===== config.mk =====
export PLATFORM = sky130hd
export DESIGN_NAME = mem_access_stage_flat
export DESIGN_NICKNAME = d
export VERILOG_FILES = /design/src/rtl/mem_pkg.sv /design/src/rtl/mem_access_stage_if.sv /design/src/rtl/mem_access_stage_load_extend.sv /design/src/rtl/mem_access_stage.sv /design/src/flat_wrapper.sv
export SDC_FILE = /design/constraint.sdc
export NUM_CORES = 1
export LEC_CHECK = 0
export CAP_MARGIN = 20
export CORE_MARGIN = 5
export CORE_UTILIZATION = 50
export CTS_BUF_LIST = sky130_fd_sc_hd__clkbuf_8 sky130_fd_sc_hd__clkbuf_16
export CTS_CLUSTER_DIAMETER = 200
export CTS_CLUSTER_SIZE = 30
export DETAILED_ROUTE_END_ITERATION = 7
export GPL_ROUTABILITY_DRIVEN = 0
export HOLD_SLACK_MARGIN = 0.02
export MAX_ROUTING_LAYER = met4
export PLACE_DENSITY = 0.85
export SYNTH_ARGS = -nofsm -noshare
export SYNTH_HDL_FRONTEND = slang
export SYNTH_HIERARCHICAL = 1
export SYNTH_SLANG_ARGS = --single-unit
export TNS_END_PERCENT = 5

===== constraint.sdc =====
create_clock -name CLK -period 6.47 [get_ports CLK]
set_input_delay 0.9705 -clock CLK [delete_from_list [all_inputs] [get_ports CLK]]
set_output_delay 0.9705 -clock CLK [all_outputs]
set_load 0.05 [all_outputs]

===== src/rtl/mem_pkg.sv =====
// Shared definitions for the memory-access stage: funct3 codes, FSM encoding,
// byte-lane masks and small decode helpers.
package mem_pkg;

    localparam int unsigned XLEN = 32;
    localparam int unsigned BEW  = 4;

    localparam logic [2:0] F3_B  = 3'b000;
    localparam logic [2:0] F3_H  = 3'b001;
    localparam logic [2:0] F3_W  = 3'b010;
    localparam logic [2:0] F3_BU = 3'b100;
    localparam logic [2:0] F3_HU = 3'b101;

    typedef enum logic [1:0] {
        ST_IDLE   = 2'd0,
        ST_ACCESS = 2'd1,
        ST_DONE   = 2'd2
    } state_t;

    localparam logic [BEW-1:0] BE_BYTE = 4'b0001;
    localparam logic [BEW-1:0] BE_HALF = 4'b0011;
    localparam logic [BEW-1:0] BE_WORD = 4'b1111;

    // Byte-lane enables for a given access size and byte offset
    function automatic logic [BEW-1:0] byte_en_mask(input logic [2:0] funct3,
                                                    input logic [1:0] offs);
        case (funct3)
            F3_B, F3_BU: return BE_BYTE << offs;
            F3_H, F3_HU: return BE_HALF << offs;
            F3_W:        return BE_WORD;
            default:     return '0;
        endcase
    endfunction

    // Accesses that must be suppressed before any request is issued
    function automatic logic access_illegal(input logic       rd,
                                            input logic       wr,
                                            input logic [2:0] funct3,
                                            input logic [1:0] offs);
        logic bad;
        bad = rd & wr;
        case (funct3)
            F3_B:        bad = bad;
            F3_BU:       bad = bad | wr;
            F3_H:        bad = bad | offs[0];
            F3_HU:       bad = bad | wr | offs[0];
            F3_W:        bad = bad | (offs != 2'b00);
            default:     bad = 1'b1;
        endcase
        return bad;
    endfunction

    // Replicate store data across all lanes; byte enables pick the live ones
    function automatic logic [XLEN-1:0] store_steer(input logic [2:0]      funct3,
                                                    input logic [XLEN-1:0] d);
        case (funct3)
            F3_B:    return {4{d[7:0]}};
            F3_H:    return {2{d[15:0]}};
            F3_W:    return d;
            default: return '0;
        endcase
    endfunction

endpackage


===== src/rtl/mem_access_stage_if.sv =====
// Data-memory handshake bundle between the MA stage (master) and memory (slave).
interface mem_access_stage_if;

    logic        DMEM_READ;
    logic        DMEM_WRITE;
    logic [31:0] DMEM_ADDR;
    logic [31:0] DMEM_WDATA;
    logic [3:0]  DMEM_BYTE_EN;
    logic [31:0] DMEM_RDATA;
    logic        DMEM_BUSYWAIT;

    modport master (
        output DMEM_READ,
        output DMEM_WRITE,
        output DMEM_ADDR,
        output DMEM_WDATA,
        output DMEM_BYTE_EN,
        input  DMEM_RDATA,
        input  DMEM_BUSYWAIT
    );

    modport slave (
        input  DMEM_READ,
        input  DMEM_WRITE,
        input  DMEM_ADDR,
        input  DMEM_WDATA,
        input  DMEM_BYTE_EN,
        output DMEM_RDATA,
        output DMEM_BUSYWAIT
    );

endinterface


===== src/rtl/mem_access_stage_load_extend.sv =====
// Combinational load lane select plus sign/zero extension of a word-aligned read.
module load_extend
    import mem_pkg::*;
(
    input  logic [31:0] rdata,
    input  logic [1:0]  addr,
    input  logic [2:0]  funct3,
    output logic [31:0] result
);

    logic [7:0]  byte_sel;
    logic [15:0] half_sel;

    always_comb begin
        byte_sel = rdata[{addr, 3'b000} +: 8];
        half_sel = addr[1] ? rdata[31:16] : rdata[15:0];
        case (funct3)
            F3_B:    result = {{24{byte_sel[7]}}, byte_sel};
            F3_BU:   result = {24'h000000, byte_sel};
            F3_H:    result = {{16{half_sel[15]}}, half_sel};
            F3_HU:   result = {16'h0000, half_sel};
            F3_W:    result = rdata;
            default: result = '0;
        endcase
    end

endmodule


===== src/rtl/mem_access_stage.sv =====
// RV32IM memory-access stage: data-memory handshake, store steering, load
// extension, pipeline stall and fault suppression.
module mem_access_stage
    import mem_pkg::*;
#(
    parameter int unsigned TIMEOUT = 255
) (
    input  logic               CLK,
    input  logic               RESET,
    input  logic [31:0]        MA_ALU_OUT,
    input  logic [31:0]        MA_STORE_DATA,
    input  logic [2:0]         MA_FUNCT3,
    input  logic               MA_MEM_READ,
    input  logic               MA_MEM_WRITE,
    input  logic               MA_REG_EN_IN,
    mem_access_stage_if.master dmem,
    output logic [31:0]        MA_MEM_OUT,
    output logic               MA_REG_EN,
    output logic               MA_STALL,
    output logic               MA_MEM_FAULT
);

    localparam int unsigned CW = $clog2(TIMEOUT + 1);

    state_t          state;
    state_t          state_next;
    logic [CW-1:0]   count;
    logic [31:0]     addr_q;
    logic [31:0]     sdata_q;
    logic [2:0]      f3_q;
    logic            rd_q;
    logic            wr_q;
    logic            reg_en_q;
    logic            fault_q;
    logic [31:0]     load_q;

    logic            access;
    logic            fault_pre;
    logic            timeout_hit;
    logic [31:0]     load_ext;

    assign access      = MA_MEM_READ | MA_MEM_WRITE;
    assign fault_pre   = access_illegal(MA_MEM_READ, MA_MEM_WRITE, MA_FUNCT3, MA_ALU_OUT[1:0]);
    assign timeout_hit = dmem.DMEM_BUSYWAIT && (count == CW'(TIMEOUT - 1));

    load_extend u_load_extend (
        .rdata  (dmem.DMEM_RDATA),
        .addr   (addr_q[1:0]),
        .funct3 (f3_q),
        .result (load_ext)
    );

    // State register
    always_ff @(posedge CLK or posedge RESET) begin
        if (RESET) state <= ST_IDLE;
        else       state <= state_next;
    end

    // Operand latches, timeout counter, load capture and fault latch
    always_ff @(posedge CLK or posedge RESET) begin
        if (RESET) begin
            count    <= '0;
            addr_q   <= '0;
            sdata_q  <= '0;
            f3_q     <= '0;
            rd_q     <= 1'b0;
            wr_q     <= 1'b0;
            reg_en_q <= 1'b0;
            fault_q  <= 1'b0;
            load_q   <= '0;
        end else begin
            case (state)
                ST_IDLE: begin
                    if (access && !fault_pre) begin
                        count    <= '0;
                        addr_q   <= MA_ALU_OUT;
                        sdata_q  <= MA_STORE_DATA;
                        f3_q     <= MA_FUNCT3;
                        rd_q     <= MA_MEM_READ;
                        wr_q     <= MA_MEM_WRITE;
                        reg_en_q <= MA_REG_EN_IN;
                        fault_q  <= 1'b0;
                    end
                end
                ST_ACCESS: begin
                    if (!dmem.DMEM_BUSYWAIT) begin
                        load_q <= rd_q ? load_ext : 32'h0;
                    end else if (timeout_hit) begin
                        fault_q <= 1'b1;
                        load_q  <= 32'h0;
                    end else begin
                        count <= count + CW'(1);
                    end
                end
                default: ;
            endcase
        end
    end

    // Next state and all stage outputs
    always_comb begin
        state_next        = state;
        dmem.DMEM_READ    = 1'b0;
        dmem.DMEM_WRITE   = 1'b0;
        dmem.DMEM_ADDR    = '0;
        dmem.DMEM_WDATA   = '0;
        dmem.DMEM_BYTE_EN = '0;
        MA_MEM_OUT        = '0;
        MA_REG_EN         = 1'b0;
        MA_STALL          = 1'b0;
        MA_MEM_FAULT      = 1'b0;

        case (state)
            ST_IDLE: begin
                if (!access) begin
                    MA_REG_EN = MA_REG_EN_IN;
                end else if (fault_pre) begin
                    MA_MEM_FAULT = 1'b1;
                end else begin
                    MA_STALL   = 1'b1;
                    state_next = ST_ACCESS;
                end
            end
            ST_ACCESS: begin
                MA_STALL          = 1'b1;
                dmem.DMEM_READ    = rd_q;
                dmem.DMEM_WRITE   = wr_q;
                dmem.DMEM_ADDR    = {addr_q[31:2], 2'b00};
                dmem.DMEM_BYTE_EN = byte_en_mask(f3_q, addr_q[1:0]);
                dmem.DMEM_WDATA   = wr_q ? store_steer(f3_q, sdata_q) : 32'h0;
                if (!dmem.DMEM_BUSYWAIT || timeout_hit) state_next = ST_DONE;
            end
            ST_DONE: begin
                MA_MEM_OUT   = load_q;
                MA_MEM_FAULT = fault_q;
                MA_REG_EN    = reg_en_q & ~fault_q;
                state_next   = ST_IDLE;
            end
            default: state_next = ST_IDLE;
        endcase
    end

endmodule


===== src/flat_wrapper.sv =====
// flat-port wrapper written by rule: the top's interface ports become plain ports
module mem_access_stage_flat import mem_pkg::*;
#(
    parameter int unsigned TIMEOUT = 255
)
  (CLK, RESET, MA_ALU_OUT, MA_STORE_DATA, MA_FUNCT3, MA_MEM_READ, MA_MEM_WRITE, MA_REG_EN_IN, MA_MEM_OUT, MA_REG_EN, MA_STALL, MA_MEM_FAULT, dmem_DMEM_READ, dmem_DMEM_WRITE, dmem_DMEM_ADDR, dmem_DMEM_WDATA, dmem_DMEM_BYTE_EN, dmem_DMEM_RDATA, dmem_DMEM_BUSYWAIT);
  mem_access_stage_if dmem_i ();
  input  logic CLK;
  input  logic RESET;
  input  logic [31:0] MA_ALU_OUT;
  input  logic [31:0] MA_STORE_DATA;
  input  logic [2:0] MA_FUNCT3;
  input  logic MA_MEM_READ;
  input  logic MA_MEM_WRITE;
  input  logic MA_REG_EN_IN;
  output logic [31:0] MA_MEM_OUT;
  output logic MA_REG_EN;
  output logic MA_STALL;
  output logic MA_MEM_FAULT;
  output wire logic [$bits(dmem_i.DMEM_READ)-1:0] dmem_DMEM_READ;
  output wire logic [$bits(dmem_i.DMEM_WRITE)-1:0] dmem_DMEM_WRITE;
  output wire logic [$bits(dmem_i.DMEM_ADDR)-1:0] dmem_DMEM_ADDR;
  output wire logic [$bits(dmem_i.DMEM_WDATA)-1:0] dmem_DMEM_WDATA;
  output wire logic [$bits(dmem_i.DMEM_BYTE_EN)-1:0] dmem_DMEM_BYTE_EN;
  input wire logic [$bits(dmem_i.DMEM_RDATA)-1:0] dmem_DMEM_RDATA;
  input wire logic [$bits(dmem_i.DMEM_BUSYWAIT)-1:0] dmem_DMEM_BUSYWAIT;
  assign dmem_DMEM_READ = dmem_i.DMEM_READ;
  assign dmem_DMEM_WRITE = dmem_i.DMEM_WRITE;
  assign dmem_DMEM_ADDR = dmem_i.DMEM_ADDR;
  assign dmem_DMEM_WDATA = dmem_i.DMEM_WDATA;
  assign dmem_DMEM_BYTE_EN = dmem_i.DMEM_BYTE_EN;
  assign dmem_i.DMEM_RDATA = dmem_DMEM_RDATA;
  assign dmem_i.DMEM_BUSYWAIT = dmem_DMEM_BUSYWAIT;
  mem_access_stage #(.TIMEOUT(TIMEOUT)) u_core (.CLK(CLK), .RESET(RESET), .MA_ALU_OUT(MA_ALU_OUT), .MA_STORE_DATA(MA_STORE_DATA), .MA_FUNCT3(MA_FUNCT3), .MA_MEM_READ(MA_MEM_READ), .MA_MEM_WRITE(MA_MEM_WRITE), .MA_REG_EN_IN(MA_REG_EN_IN), .dmem(dmem_i), .MA_MEM_OUT(MA_MEM_OUT), .MA_REG_EN(MA_REG_EN), .MA_STALL(MA_STALL), .MA_MEM_FAULT(MA_MEM_FAULT));
endmodule

==> summary.md <==
| Metric | Value |
|---|---|
| Status | `finished, final reports clean` |
| Total core area | `12,500 sq um` |
| Cell Pwr Density | `485 nW/um^2` |
| Worst slew pin tran | `1080 ps` |
| Top-level port count | `210` |
| Crit. End Element | `output pin` |
| Initial DRC count | `645` |
| HP Class | `register to register` |
| Syn_area_per_cell | `10.6 sq um` |
| Fin nets | `886` |
| Post-detailed-route via-to-cell ratio | `5.91` |
| Slowest stage delay, CP | `860 ps` |
| Maximum fanout along the worst path | `61` |
| Post-CTS setup buffer count | `0` |
| Clock sink count | `113` |
| Total GRT Usage | `26.6%` |
| Min Clock Period, post-route | `4630 ps` |
| # rows | `41` |
| Warnings from Yosys | `6` |
| Post-synth top flop | `dfrtp_1` |
| Critical Path RT | `5500 ps` |
| Final Total Pwr | `4.41 mW` |
| Dpl hpwl | `13,500 um` |
| CTS tree | `done` |
| CTS clk-pin slew, worst paths | `50 ps` |
| Diode count | `0` |
| DRC Markers | `0` |
| Layout overhead on the synthesized area | `44.2%` |
| Total grt overflow | `0` |
| Initial antenna violation count | `0` |
| Die area | `15,000 sq um` |
| Simple-Gate Fraction of Synth Area | `17.2%` |
| Yosys top cell by area | `dfrtp_1` |
| Unique masters post-synth | `55` |
| Critical path launch point type | `register` |
| Post_cts resized | `0` |
| Max VDD drop | `310 uV` |
| Max Root-Sink Buffers | `2` |
| # setup viols final | `0` |
| Post-Syn Area | `6310 sq um` |
| Final Slew Violations | `0` |
| Register area share after synthesis | `44.8%` |
| Synth Area in Compound Gates | `17.1%` |
| Drt total wl | `19,400 um` |
| Post-synth EDFFs | `0` |
| Ratio of cells with drive above 1 in the final layout | `13.5%` |
| Fin area | `9090 sq um` |
| DR vias | `5,698` |
| Critical path arrival | `3660 ps` |
| Adder and majority gate portion of the synthesized area | `0.397%` |
| Slowest-stage cell, CP | `clkdlybuf4s50_1` |
| Hold Buf Count CTS | `0` |
| Largest family of logic cells by synthesized area | `simple AND/OR/NAND/NOR gates` |
| Top post-synthesis cells by area | `dfrtp_1 (45%), mux2_2 (10%), and2_1 (6.5%)` |
| Die Wd | `122 um` |
| Setup Skew | `8.31 ps` |
| Worst-Skew Late Latency | `410 ps` |
| Hold Slack | `478 ps` |
| Die Height | `122 um` |
| Pin count of the biggest net entering global routing | `74` |
| # port buffers | `207` |
| Fin Setup TNS | `0 ps` |
| H-tree level count | `4` |
| Crit path kind | `register to output pin` |
| Max-cap violations | `0` |
| Slew margin rel. | `27.7%` |
| Portion of netlist area occupied by mux cells | `15.4%` |
| First-pass GRT wire length | `30,200 um` |
| FILL cells | `903` |
| Synth top area share | `44.8%` |
| Drt pass-1 iters | `5` |
| Critical Path, Cell by Cell | `a21oi_1 > nand2_1 > nor2_1 > clkdlybuf4s50_1` |
| Antenna Nets Post-Route | `0` |
| Synth Instances | `594` |
| Leak | `3.74 nW` |
| Dpl cell area | `8360 sq um` |
| Vias in the first global route | `5,917` |
| Synth Area in XOR/XNOR | `0.139%` |
| Yosys reg bits | `113` |
| Top achievable clock speed | `0.216 GHz` |
| RSZ-0062 raised after global routing | `no` |
| Post-synthesis async set-or-reset flop share | `100%` |
| WL per Instance | `20.1 um` |
| Initial core utilization | `50.4%` |
| Fin. Hold Viols | `0` |
| Clock root buffer | `clkbuf_16` |
| CTS Buf Count | `17` |
| Final Cycle Share | `71.6%` |
[final cells by class]
class                           instances  area (sq um)  area share, %
Timing Repair Buffer                  213          2140           23.5
Clock inverter                         12           235           2.59
Inverter                                8          32.5          0.358
Tap cell                              172           215           2.37
Clock buffer                           20           467           5.13
Multi-Input combinational cell        426          3180           34.9
Sequential cell                       113          2830           31.1
[cell usage in the layout (no fill, tap or decap), types with 8 or more instances in the layout]
| cell type | netlist | layout |
|---|---|---|
| clkdlybuf4s50_1 | 0 | 207 |
| dfrtp_1 | 113 | 112 |
| and2_1 | 66 | 66 |
| mux2_2 | 56 | 56 |
| a22o_1 | 37 | 37 |
| nor2_1 | 36 | 36 |
| a21oi_1 | 32 | 32 |
| nand3_1 | 25 | 25 |
| o211ai_1 | 22 | 22 |
| mux2_1 | 19 | 19 |
| clkbuf_16 | 0 | 17 |
| a2bb2oi_1 | 16 | 16 |
| nand2_1 | 13 | 13 |
| nor2b_1 | 12 | 10 |
| and3_1 | 9 | 9 |
| inv_1 | 7 | 8 |
| o21ai_0 | 8 | 8 |
| mux2i_1 | 8 | 8 |
[synthesized netlist by cell type, types with 5 or more instances]
cell type    n
mux2_1      19
nor2_1      36
a2bb2oi_1   16
nand2_1     13
o211ai_1    22
o221ai_1     7
buf_2       10
nor2b_1     12
and2_1      66
a22o_1      37
nor3_1       7
a21oi_1     32
clkbuf_1    22
and3_1       9
nand3_1     25
dfrtp_1    113
o21ai_0      8
buf_4        7
inv_1        7
buf_6        8
mux2i_1      8
a221o_1      5
mux2_2      56
[path summary, 6_finish.rpt]
kind                                  start             endpoint  slack, ps  depth (start not counted)
max                          u_core/f3_q[1]  dmem_DMEM_WDATA[25]       1840                          4
min                        u_core/addr_q[9]     u_core/addr_q[9]        480                          1
min reg2reg                u_core/addr_q[9]     u_core/addr_q[9]        480                          1
max reg2reg                  u_core/f3_q[1]    u_core/load_q[10]       3790                          4
max in group asynchronous             RESET       u_core/f3_q[1]       4140                          3
min in group asynchronous             RESET    u_core/load_q[21]        960                          2
[through the flow]
step	instances	setup WS, ps	utilization, %
2_1_floorplan	595	2510	-
3_3_place_gp	930	2150	66.8
3_5_place_dp	930	2130	66.8
4_1_cts	962	1870	72.4
5_1_grt	964	1610	72.7
6_report	964	1840	72.7
[sequential cells by signal, indices dropped and copies added (netlist names)]
register / flops
u_core/sdata_q: 32
u_core/state: 2
u_core/reg_en_q: 1
u_core/load_q: 32
u_core/count: 8
u_core/f3_q: 3
u_core/fault_q: 1
u_core/addr_q: 32
u_core/wr_q: 1
u_core/rd_q: 1
[per-layer routing]
layer  vias to the layer above  track usage [%]  part of all wire [%]
li1                       2546                -                     -
met1                      2801             32.3                    41
met2                       312             43.2                    49
met3                        39             6.08                   7.6
met4                         0             10.3                   2.3
met5                         -                -                     0
[worst max-delay path: cells and delay by family (launching register included)]
| kind | cells | cell delay [ps] |
|---|---|---|
| buf+inv | 1 | 860 |
| simple gates | 2 | 940 |
| compound gates | 1 | 670 |
| flops | 1 | 760 |
[cell families (layout without fill, tap and decap cells)]
| family | after synthesis | in the layout |
|---|---|---|
| AND/OR/NAND/NOR | 193 | 193 |
| AO/OA/AOI/OAI | 143 | 143 |
| flip-flops | 113 | 113 |
| multiplexers | 85 | 85 |
| buffers and inverters | 56 | 253 |
| adder cells (fa/ha/maj) | 2 | 2 |
| other | 1 | 2 |
| XOR/XNOR | 1 | 1 |
[where the power goes]
part / switching [mW] / internal (mW) / total, mW
Combinational: 1.11 / 0.844 / 1.96
Sequential: 0.326 / 1.02 / 1.34
Clock: 0.322 / 0.787 / 1.11
Total: 1.76 / 2.65 / 4.41
Note: power is estimated with default switching activity, not from simulation.
